**src/rtl/mips32_mem_pkg.sv**
```systemverilog
// Shared definitions for the unified instruction/data memory arbiter.
//   - arb_state_e     : arbiter FSM state encoding
//   - PORT_*          : requester identifiers carried on the owner output
//   - MEM_LAT_MIN/MAX : supported range of memory read latency (cycles)
package mips32_mem_pkg;

    typedef enum logic [1:0] {
        ST_IDLE  = 2'd0,
        ST_ISSUE = 2'd1,
        ST_WAIT  = 2'd2,
        ST_RESP  = 2'd3
    } arb_state_e;

    localparam logic [1:0] PORT_IF   = 2'd0;
    localparam logic [1:0] PORT_DM   = 2'd1;
    localparam logic [1:0] PORT_DBG  = 2'd2;
    localparam logic [1:0] PORT_NONE = 2'd3;

    localparam int MEM_LAT_MIN = 1;
    localparam int MEM_LAT_MAX = 4;

endpackage

```
**src/rtl/mem_arb_pick.sv**
```systemverilog
// Combinational priority picker for the memory arbiter.
// Ports:
//   if_req, dm_req, dbg_req : pending requests from fetch, data and debug ports
//   force_if                : starvation override, lets IF jump ahead of DM
//   winner                  : selected port (PORT_IF/DM/DBG, PORT_NONE if idle)
module mem_arb_pick
    import mips32_mem_pkg::*;
(
    input  logic       if_req,
    input  logic       dm_req,
    input  logic       dbg_req,
    input  logic       force_if,
    output logic [1:0] winner
);

    // Debug always wins; the starvation override only reorders IF against DM.
    always_comb begin
        winner = PORT_NONE;
        if (dbg_req) begin
            winner = PORT_DBG;
        end else if (force_if && if_req) begin
            winner = PORT_IF;
        end else if (dm_req) begin
            winner = PORT_DM;
        end else if (if_req) begin
            winner = PORT_IF;
        end else begin
            winner = PORT_NONE;
        end
    end

endmodule

```
**src/rtl/mem_port_arbiter.sv**
```systemverilog
// Arbiter for the single unified memory of the pipelined MIPS32 core.
// Serves instruction fetch (IF), data access (DM) and debug/loader (DBG)
// one transaction at a time through IDLE -> ISSUE -> WAIT -> RESP.
// Ports:
//   clk1, reset                       : clock, synchronous active-high reset
//   if_req/if_addr -> if_ack/if_rdata : read-only fetch port
//   dm_*  / dbg_*                     : read/write ports (we, addr, wdata in; ack, rdata out)
//   mem_en/mem_we/mem_addr/mem_wdata  : registered memory command, mem_en one cycle per access
//   mem_rdata                         : memory read data, valid MEM_LAT cycles after mem_en
//   owner                             : port being served (3 = none)
//   busy                              : high whenever the FSM is out of IDLE
module mem_port_arbiter
    import mips32_mem_pkg::*;
#(
    parameter int ADDR_W     = 10,
    parameter int DATA_W     = 32,
    parameter int MEM_LAT    = 1,
    parameter int STARVE_MAX = 4
) (
    input  logic              clk1,
    input  logic              reset,
    input  logic              if_req,
    input  logic [ADDR_W-1:0] if_addr,
    output logic              if_ack,
    output logic [DATA_W-1:0] if_rdata,
    input  logic              dm_req,
    input  logic              dm_we,
    input  logic [ADDR_W-1:0] dm_addr,
    input  logic [DATA_W-1:0] dm_wdata,
    output logic              dm_ack,
    output logic [DATA_W-1:0] dm_rdata,
    input  logic              dbg_req,
    input  logic              dbg_we,
    input  logic [ADDR_W-1:0] dbg_addr,
    input  logic [DATA_W-1:0] dbg_wdata,
    output logic              dbg_ack,
    output logic [DATA_W-1:0] dbg_rdata,
    output logic              mem_en,
    output logic              mem_we,
    output logic [ADDR_W-1:0] mem_addr,
    output logic [DATA_W-1:0] mem_wdata,
    input  logic [DATA_W-1:0] mem_rdata,
    output logic [1:0]        owner,
    output logic              busy
);

    // Out-of-range latencies are clamped so the wait counter always terminates.
    localparam int LAT_EFF = (MEM_LAT < MEM_LAT_MIN) ? MEM_LAT_MIN :
                             (MEM_LAT > MEM_LAT_MAX) ? MEM_LAT_MAX : MEM_LAT;
    localparam int SC_W = $clog2(STARVE_MAX + 1);
    localparam logic [2:0]      LAT_LOAD   = 3'(LAT_EFF);
    localparam logic [SC_W-1:0] STARVE_LIM = SC_W'(STARVE_MAX);

    arb_state_e        state_r;
    arb_state_e        state_nxt_s;
    logic [2:0]        lat_cnt_r;
    logic [SC_W-1:0]   starve_cnt_r;
    logic [1:0]        owner_r;
    logic [1:0]        winner_s;
    logic              force_if_s;
    logic              grant_s;
    logic              done_s;
    logic              txn_we_r;
    logic              sel_we_s;
    logic [ADDR_W-1:0] sel_addr_s;
    logic [DATA_W-1:0] sel_wdata_s;
    logic              mem_en_r;
    logic              mem_we_r;
    logic [ADDR_W-1:0] mem_addr_r;
    logic [DATA_W-1:0] mem_wdata_r;
    logic              if_ack_r;
    logic              dm_ack_r;
    logic              dbg_ack_r;
    logic [DATA_W-1:0] if_rdata_r;
    logic [DATA_W-1:0] dm_rdata_r;
    logic [DATA_W-1:0] dbg_rdata_r;
    logic              busy_r;

    assign force_if_s = (starve_cnt_r == STARVE_LIM);
    // Requests are only sampled in IDLE; anything arriving later waits its turn.
    assign grant_s    = (state_r == ST_IDLE) && (winner_s != PORT_NONE);
    // Last WAIT cycle: mem_rdata is valid now.
    assign done_s     = (state_r == ST_WAIT) && (lat_cnt_r == 3'd1);

    mem_arb_pick u_pick (
        .if_req   (if_req),
        .dm_req   (dm_req),
        .dbg_req  (dbg_req),
        .force_if (force_if_s),
        .winner   (winner_s)
    );

    // Route the winning port's command fields toward the memory registers.
    always_comb begin
        sel_we_s    = 1'b0;
        sel_addr_s  = {ADDR_W{1'b0}};
        sel_wdata_s = {DATA_W{1'b0}};
        case (winner_s)
            PORT_DBG: begin
                sel_we_s    = dbg_we;
                sel_addr_s  = dbg_addr;
                sel_wdata_s = dbg_wdata;
            end
            PORT_DM: begin
                sel_we_s    = dm_we;
                sel_addr_s  = dm_addr;
                sel_wdata_s = dm_wdata;
            end
            PORT_IF: begin
                sel_we_s    = 1'b0;
                sel_addr_s  = if_addr;
                sel_wdata_s = {DATA_W{1'b0}};
            end
            default: begin
                sel_we_s    = 1'b0;
                sel_addr_s  = {ADDR_W{1'b0}};
                sel_wdata_s = {DATA_W{1'b0}};
            end
        endcase
    end

    // FSM next-state logic; RESP always returns through IDLE so a stale req is never re-granted.
    always_comb begin
        state_nxt_s = state_r;
        case (state_r)
            ST_IDLE: begin
                if (grant_s) begin
                    state_nxt_s = ST_ISSUE;
                end else begin
                    state_nxt_s = ST_IDLE;
                end
            end
            ST_ISSUE: state_nxt_s = ST_WAIT;
            ST_WAIT: begin
                if (done_s) begin
                    state_nxt_s = ST_RESP;
                end else begin
                    state_nxt_s = ST_WAIT;
                end
            end
            ST_RESP:  state_nxt_s = ST_IDLE;
            default:  state_nxt_s = ST_IDLE;
        endcase
    end

    // FSM state register.
    always_ff @(posedge clk1) begin
        if (reset) begin
            state_r <= ST_IDLE;
        end else begin
            state_r <= state_nxt_s;
        end
    end

    // Command capture at grant, single-cycle mem strobe, wait countdown and busy flag.
    always_ff @(posedge clk1) begin
        if (reset) begin
            mem_en_r    <= 1'b0;
            mem_we_r    <= 1'b0;
            txn_we_r    <= 1'b0;
            mem_addr_r  <= {ADDR_W{1'b0}};
            mem_wdata_r <= {DATA_W{1'b0}};
            lat_cnt_r   <= 3'd0;
            busy_r      <= 1'b0;
        end else begin
            mem_en_r <= grant_s;
            mem_we_r <= grant_s & sel_we_s;
            busy_r   <= (state_nxt_s != ST_IDLE);
            if (grant_s) begin
                txn_we_r    <= sel_we_s;
                mem_addr_r  <= sel_addr_s;
                mem_wdata_r <= sel_wdata_s;
            end
            if (state_r == ST_ISSUE) begin
                lat_cnt_r <= LAT_LOAD;
            end else if (state_r == ST_WAIT) begin
                lat_cnt_r <= lat_cnt_r - 3'd1;
            end
        end
    end

    // Owner tracking and IF starvation counter (counts DM wins taken while IF waits).
    always_ff @(posedge clk1) begin
        if (reset) begin
            owner_r      <= PORT_NONE;
            starve_cnt_r <= {SC_W{1'b0}};
        end else begin
            if (grant_s) begin
                owner_r <= winner_s;
                if (winner_s == PORT_IF) begin
                    starve_cnt_r <= {SC_W{1'b0}};
                end else if ((winner_s == PORT_DM) && if_req && (starve_cnt_r != STARVE_LIM)) begin
                    starve_cnt_r <= starve_cnt_r + {{(SC_W-1){1'b0}}, 1'b1};
                end
            end else if (state_r == ST_RESP) begin
                owner_r <= PORT_NONE;
            end
        end
    end

    // Completion: read data capture on the final WAIT edge, one-cycle ack in RESP.
    always_ff @(posedge clk1) begin
        if (reset) begin
            if_ack_r    <= 1'b0;
            dm_ack_r    <= 1'b0;
            dbg_ack_r   <= 1'b0;
            if_rdata_r  <= {DATA_W{1'b0}};
            dm_rdata_r  <= {DATA_W{1'b0}};
            dbg_rdata_r <= {DATA_W{1'b0}};
        end else begin
            if_ack_r  <= done_s && (owner_r == PORT_IF);
            dm_ack_r  <= done_s && (owner_r == PORT_DM);
            dbg_ack_r <= done_s && (owner_r == PORT_DBG);
            if (done_s && !txn_we_r) begin
                case (owner_r)
                    PORT_IF:  if_rdata_r  <= mem_rdata;
                    PORT_DM:  dm_rdata_r  <= mem_rdata;
                    PORT_DBG: dbg_rdata_r <= mem_rdata;
                    default:  ;
                endcase
            end
        end
    end

    assign mem_en    = mem_en_r;
    assign mem_we    = mem_we_r;
    assign mem_addr  = mem_addr_r;
    assign mem_wdata = mem_wdata_r;
    assign if_ack    = if_ack_r;
    assign dm_ack    = dm_ack_r;
    assign dbg_ack   = dbg_ack_r;
    assign if_rdata  = if_rdata_r;
    assign dm_rdata  = dm_rdata_r;
    assign dbg_rdata = dbg_rdata_r;
    assign owner     = owner_r;
    assign busy      = busy_r;

endmodule

```
**config.mk**
```make
export PLATFORM = sky130hd
export DESIGN_NAME = mem_port_arbiter
export DESIGN_NICKNAME = d
export VERILOG_FILES = /design/src/rtl/mips32_mem_pkg.sv /design/src/rtl/mem_arb_pick.sv /design/src/rtl/mem_port_arbiter.sv
export SDC_FILE = /design/constraint.sdc
export NUM_CORES = 1
export LEC_CHECK = 0
export CORE_MARGIN = 8
export CORE_UTILIZATION = 46
export DETAILED_ROUTE_END_ITERATION = 16
export HOLD_SLACK_MARGIN = 0.1
export PLACE_DENSITY = 0.95
export SYNTH_ARGS = -nofsm -noshare
export SYNTH_HDL_FRONTEND = slang
export SYNTH_HIERARCHICAL = 1
export SYNTH_SLANG_ARGS = --single-unit
```
**constraint.sdc**
```tcl
create_clock -name clk1 -period 4.1 [get_ports clk1]
set_input_delay 0.41 -clock clk1 [delete_from_list [all_inputs] [get_ports clk1]]
set_output_delay 0.41 -clock clk1 [all_outputs]
set_load 0.01 [all_outputs]
```
==> impl_metrics.env <==
export IMPL_antenna_found_initial=0
export IMPL_p_seq_frac=0.436
export IMPL_synthAdderAreaFrac=0.0266
export IMPL_drv_slew=0
export IMPL_p_sw_mw=0.879
export IMPL_fin_nets=1038
export IMPL_yosysUniqueCellTypes=43
export IMPL_switching_share=0.242
export IMPL_hold_path_depth=2
export IMPL_power_density_nw_per_um2=366
export IMPL_grt_overflow=0
export IMPL_cts_resized_gates=0
export IMPL_worstHoldStart="txn_we_r"
export IMPL_arrival_ns=3.30
export IMPL_wire_per_inst_um=18.6
export IMPL_internal_power_mw=2.76
export IMPL_remaining_drc_errors=0
export IMPL_clk_path_buf_depth=2
export IMPL_ff2ff_setup_slack_ns=1.14
export IMPL_cp_required_ns=4.44
export IMPL_multi_input_area_um2=3190
export IMPL_start_util=0.473
export IMPL_grt_pass1_vias=5782
export IMPL_crit_type="reg2reg"
export IMPL_synth_edf_count=0
export IMPL_max_stage_delay_ns=0.56
export IMPL_rows=43
export IMPL_vias=5692
export IMPL_avgSynthCellArea_um2=10.3
export IMPL_peakVddDrop_v=0.000257
export IMPL_leakage_nw=4.05
export IMPL_crit_path_end_kind="flip-flop"
export IMPL_area_growth_pct=50.7
export IMPL_drtPass1Iterations=6
export IMPL_dieHeight_um=136
export IMPL_hold_viol=0
export IMPL_drt_iter0_drc=319
export IMPL_power_frac_comb=0.155
export IMPL_place_area_um2=9380
export IMPL_ff_latch_area_um2=3100
export IMPL_rsz0062_at_grt="false"
export IMPL_crit_family="simple AND/OR/NAND/NOR gates"
export IMPL_relSlewSlack=0.293
export IMPL_async_reset_ff_frac=0
export IMPL_grt_start_max_net_pins=134
export IMPL_numCtsBuffers=17
export IMPL_synthSimpleGateAreaFrac=0.183
export IMPL_path_buf_inv=3
export IMPL_synth_ff_type="dfxtp_1"
export IMPL_cts_tree="done"
export IMPL_period_needed_ns=2.96
export IMPL_hp_class="reg2reg"
export IMPL_final_layout_size_suffix_gt1_frac=0.0466
export IMPL_dp_cells=1052
export IMPL_ys_ff_latch=155
export IMPL_postCtsSetupBuffers=0
export IMPL_final_cells=1082
export IMPL_ys_warn_count=6
export IMPL_clkTransAtPathRegs_ns=0.06
export IMPL_rr_worst_depth=11
export IMPL_r2r_start="starve_cnt_r[0]"
export IMPL_max_cap_viol_count=0
export IMPL_synthMuxAreaShare=0.146
export IMPL_fill_cells=966
export IMPL_crit_chain="inv_1 -> ha_1 -> and2_1 -> nand2b_1 -> a21oi_2 -> inv_1 -> ha_1 -> and3b_1 -> buf_4 -> a22oi_1 -> nor2_1"
export IMPL_r2r_end="mem_wdata[2]"
export IMPL_htreeDepth=4
export IMPL_boundaryPins=279
export IMPL_crit_fanout=17
export IMPL_status="completed"
export IMPL_synth_cells=642
export IMPL_grt_pass1_wl_mm=30.6
export IMPL_antenna_left=0
export IMPL_yosys_area_share_xor_xnor=0.00133
export IMPL_via_per_inst=5.26
export IMPL_crit_cells=11
export IMPL_root_buffer="clkbuf_16"
export IMPL_antenna_cells=0
export IMPL_final_util=0.713
export IMPL_pwr_share_clk=0.409
export IMPL_crit_slowest_cell="and3b_1"
export IMPL_die_w_um=136
export IMPL_ctsHoldBuffers=0
export IMPL_synth_compound_area_share=0.126
export IMPL_drt_total_wl_mm=20.2
export IMPL_clk_latency_ns=0.42
export IMPL_fin_skew_ns=0.0114
export IMPL_gr_usage_all_layers=0.211
export IMPL_synth_seq_area_share=0.470
export IMPL_place_hpwl_mm=15.0
export IMPL_portBuffers=278
export IMPL_whs_endpoint="txn_we_r"
export IMPL_tightest_slew_ns=1.06
export IMPL_max_freq_ghz=0.338
export IMPL_finalSetupViolCount=0
export IMPL_synth_top_family_by_area="simple AND/OR/NAND/NOR gates"
export IMPL_syn_area_um2=6600
export IMPL_core_area_um2=13900
export IMPL_synth_nets=789
export IMPL_place_congestion=0.843
export IMPL_startpoint_type="flip-flop"
export IMPL_tns_ns=0
export IMPL_cts_num_sinks=155
export IMPL_fp_dieArea_um2=18400
export IMPL_fin_area_um2=9940
export IMPL_period_share=0.721
per-stage QoR:
stage          hold WS, ns  power, mW  worst slack, ns
2_1_floorplan        0.432       1.90             1.74
3_3_place_gp         0.441       2.17             1.30
3_5_place_dp         0.450       2.18             1.17
4_1_cts              0.457       3.67             1.18
5_1_grt              0.488       3.78            0.944
6_report             0.461       3.64             1.14
state kept, by name, indices dropped and copies added, names as in the netlist:
name / count
if_ack: 1
mem_en: 1
lat_cnt_r: 3
dm_ack: 1
dbg_ack: 1
txn_we_r: 1
if_rdata: 32
mem_addr: 10
dm_rdata: 32
state_r: 2
dbg_rdata: 32
starve_cnt_r: 3
mem_wdata: 32
owner: 2
mem_we: 1
busy: 1
cells by family (layout without fill, tap and decap cells):
group                      count (synthesis)  count (layout)
muxes                                     96              96
xor gates and xnor gates                   1               1
DFF                                      155             155
buffers and inverters                     63             323
and+or+nand+nor                          212             212
adders and majority gates                 14              14
AOI/OAI and AO/OA                        101             101
worst reg2reg max path, cell delays in order, from the launching register on:
cell      delay (ns)
dfxtp_1         0.39
inv_1           0.07
ha_1            0.22
and2_1          0.19
nand2b_1        0.16
a21oi_2         0.25
inv_1           0.13
ha_1            0.34
and3b_1         0.56
buf_4           0.34
a22oi_1         0.10
nor2_1          0.12
placed cells by master (no fill, tap or decap), types with 2 or more instances in the layout:
| cell type | instances |
|---|---|
| and3b_1 | 2 |
| clkbuf_8 | 5 |
| inv_1 | 9 |
| clkinv_2 | 4 |
| clkinvlp_4 | 2 |
| a22oi_1 | 32 |
| clkdlybuf4s50_1 | 277 |
| o21ai_0 | 2 |
| a21oi_1 | 2 |
| a222oi_1 | 10 |
| buf_4 | 7 |
| a22o_1 | 33 |
| dfxtp_1 | 155 |
| a31oi_1 | 2 |
| ha_1 | 14 |
| nor3_1 | 5 |
| nor2b_1 | 4 |
| nor3b_1 | 2 |
| mux2i_1 | 96 |
| o21bai_1 | 3 |
| a211oi_1 | 2 |
| nand2b_1 | 130 |
| nor2_1 | 50 |
| nand2_1 | 6 |
| clkbuf_16 | 17 |
| a2bb2oi_1 | 10 |
power by group through the flow:
stage | Combinational, mW | Clock [mW] | Sequential [mW]
after floorplan | 0.275 | 0 | 1.63
after global placement | 0.551 | 0 | 1.62
after detailed placement | 0.561 | 0 | 1.62
after CTS | 0.566 | 1.51 | 1.59
after global routing | 0.606 | 1.58 | 1.59
final | 0.566 | 1.49 | 1.59
layer usage:
metal,part of all wire,track usage,wire [µm]
met4,0.024,0.0759,482
met1,0.39,0.231,7810
met5,0,0,0
met3,0.097,0.0831,1950
met2,0.49,0.361,9920
Yosys cell counts (all sizes together) (4+ instances only):
cell	number	share of area
dfxtp	155	0.47
nand2b	131	0.12
mux2i	96	0.15
nor2	50	0.028
a22o	33	0.044
clkbuf	33	0.019
a22oi	32	0.036
buf	21	0.023
ha	14	0.027
a222oi	10	0.015
a2bb2oi	10	0.013
inv	9	0.0051
nand2	7	0.0044
nor3	5	0.0038
nor2b	4	0.0038
how the worst max path moves through the flow:
stage / from / to
CTS: starve_cnt_r[0] / mem_wdata[2]
finish: starve_cnt_r[0] / mem_wdata[2]
detailed placement: if_req / mem_wdata[16]
floorplan: starve_cnt_r[0] / mem_wdata[10]
global route: starve_cnt_r[0] / mem_wdata[2]
global placement: if_req / mem_wdata[20]
area by class of cell:
cell class,instances,share of cell area
multi-input cells,424,0.321
flip-flops and latches,155,0.312
repair buffers,284,0.284
clock buffers,23,0.0501
well taps,180,0.0227
clock inverters,7,0.00655
inverters,9,0.00340
No activity file was read; power rests on OpenSTA's default activity.
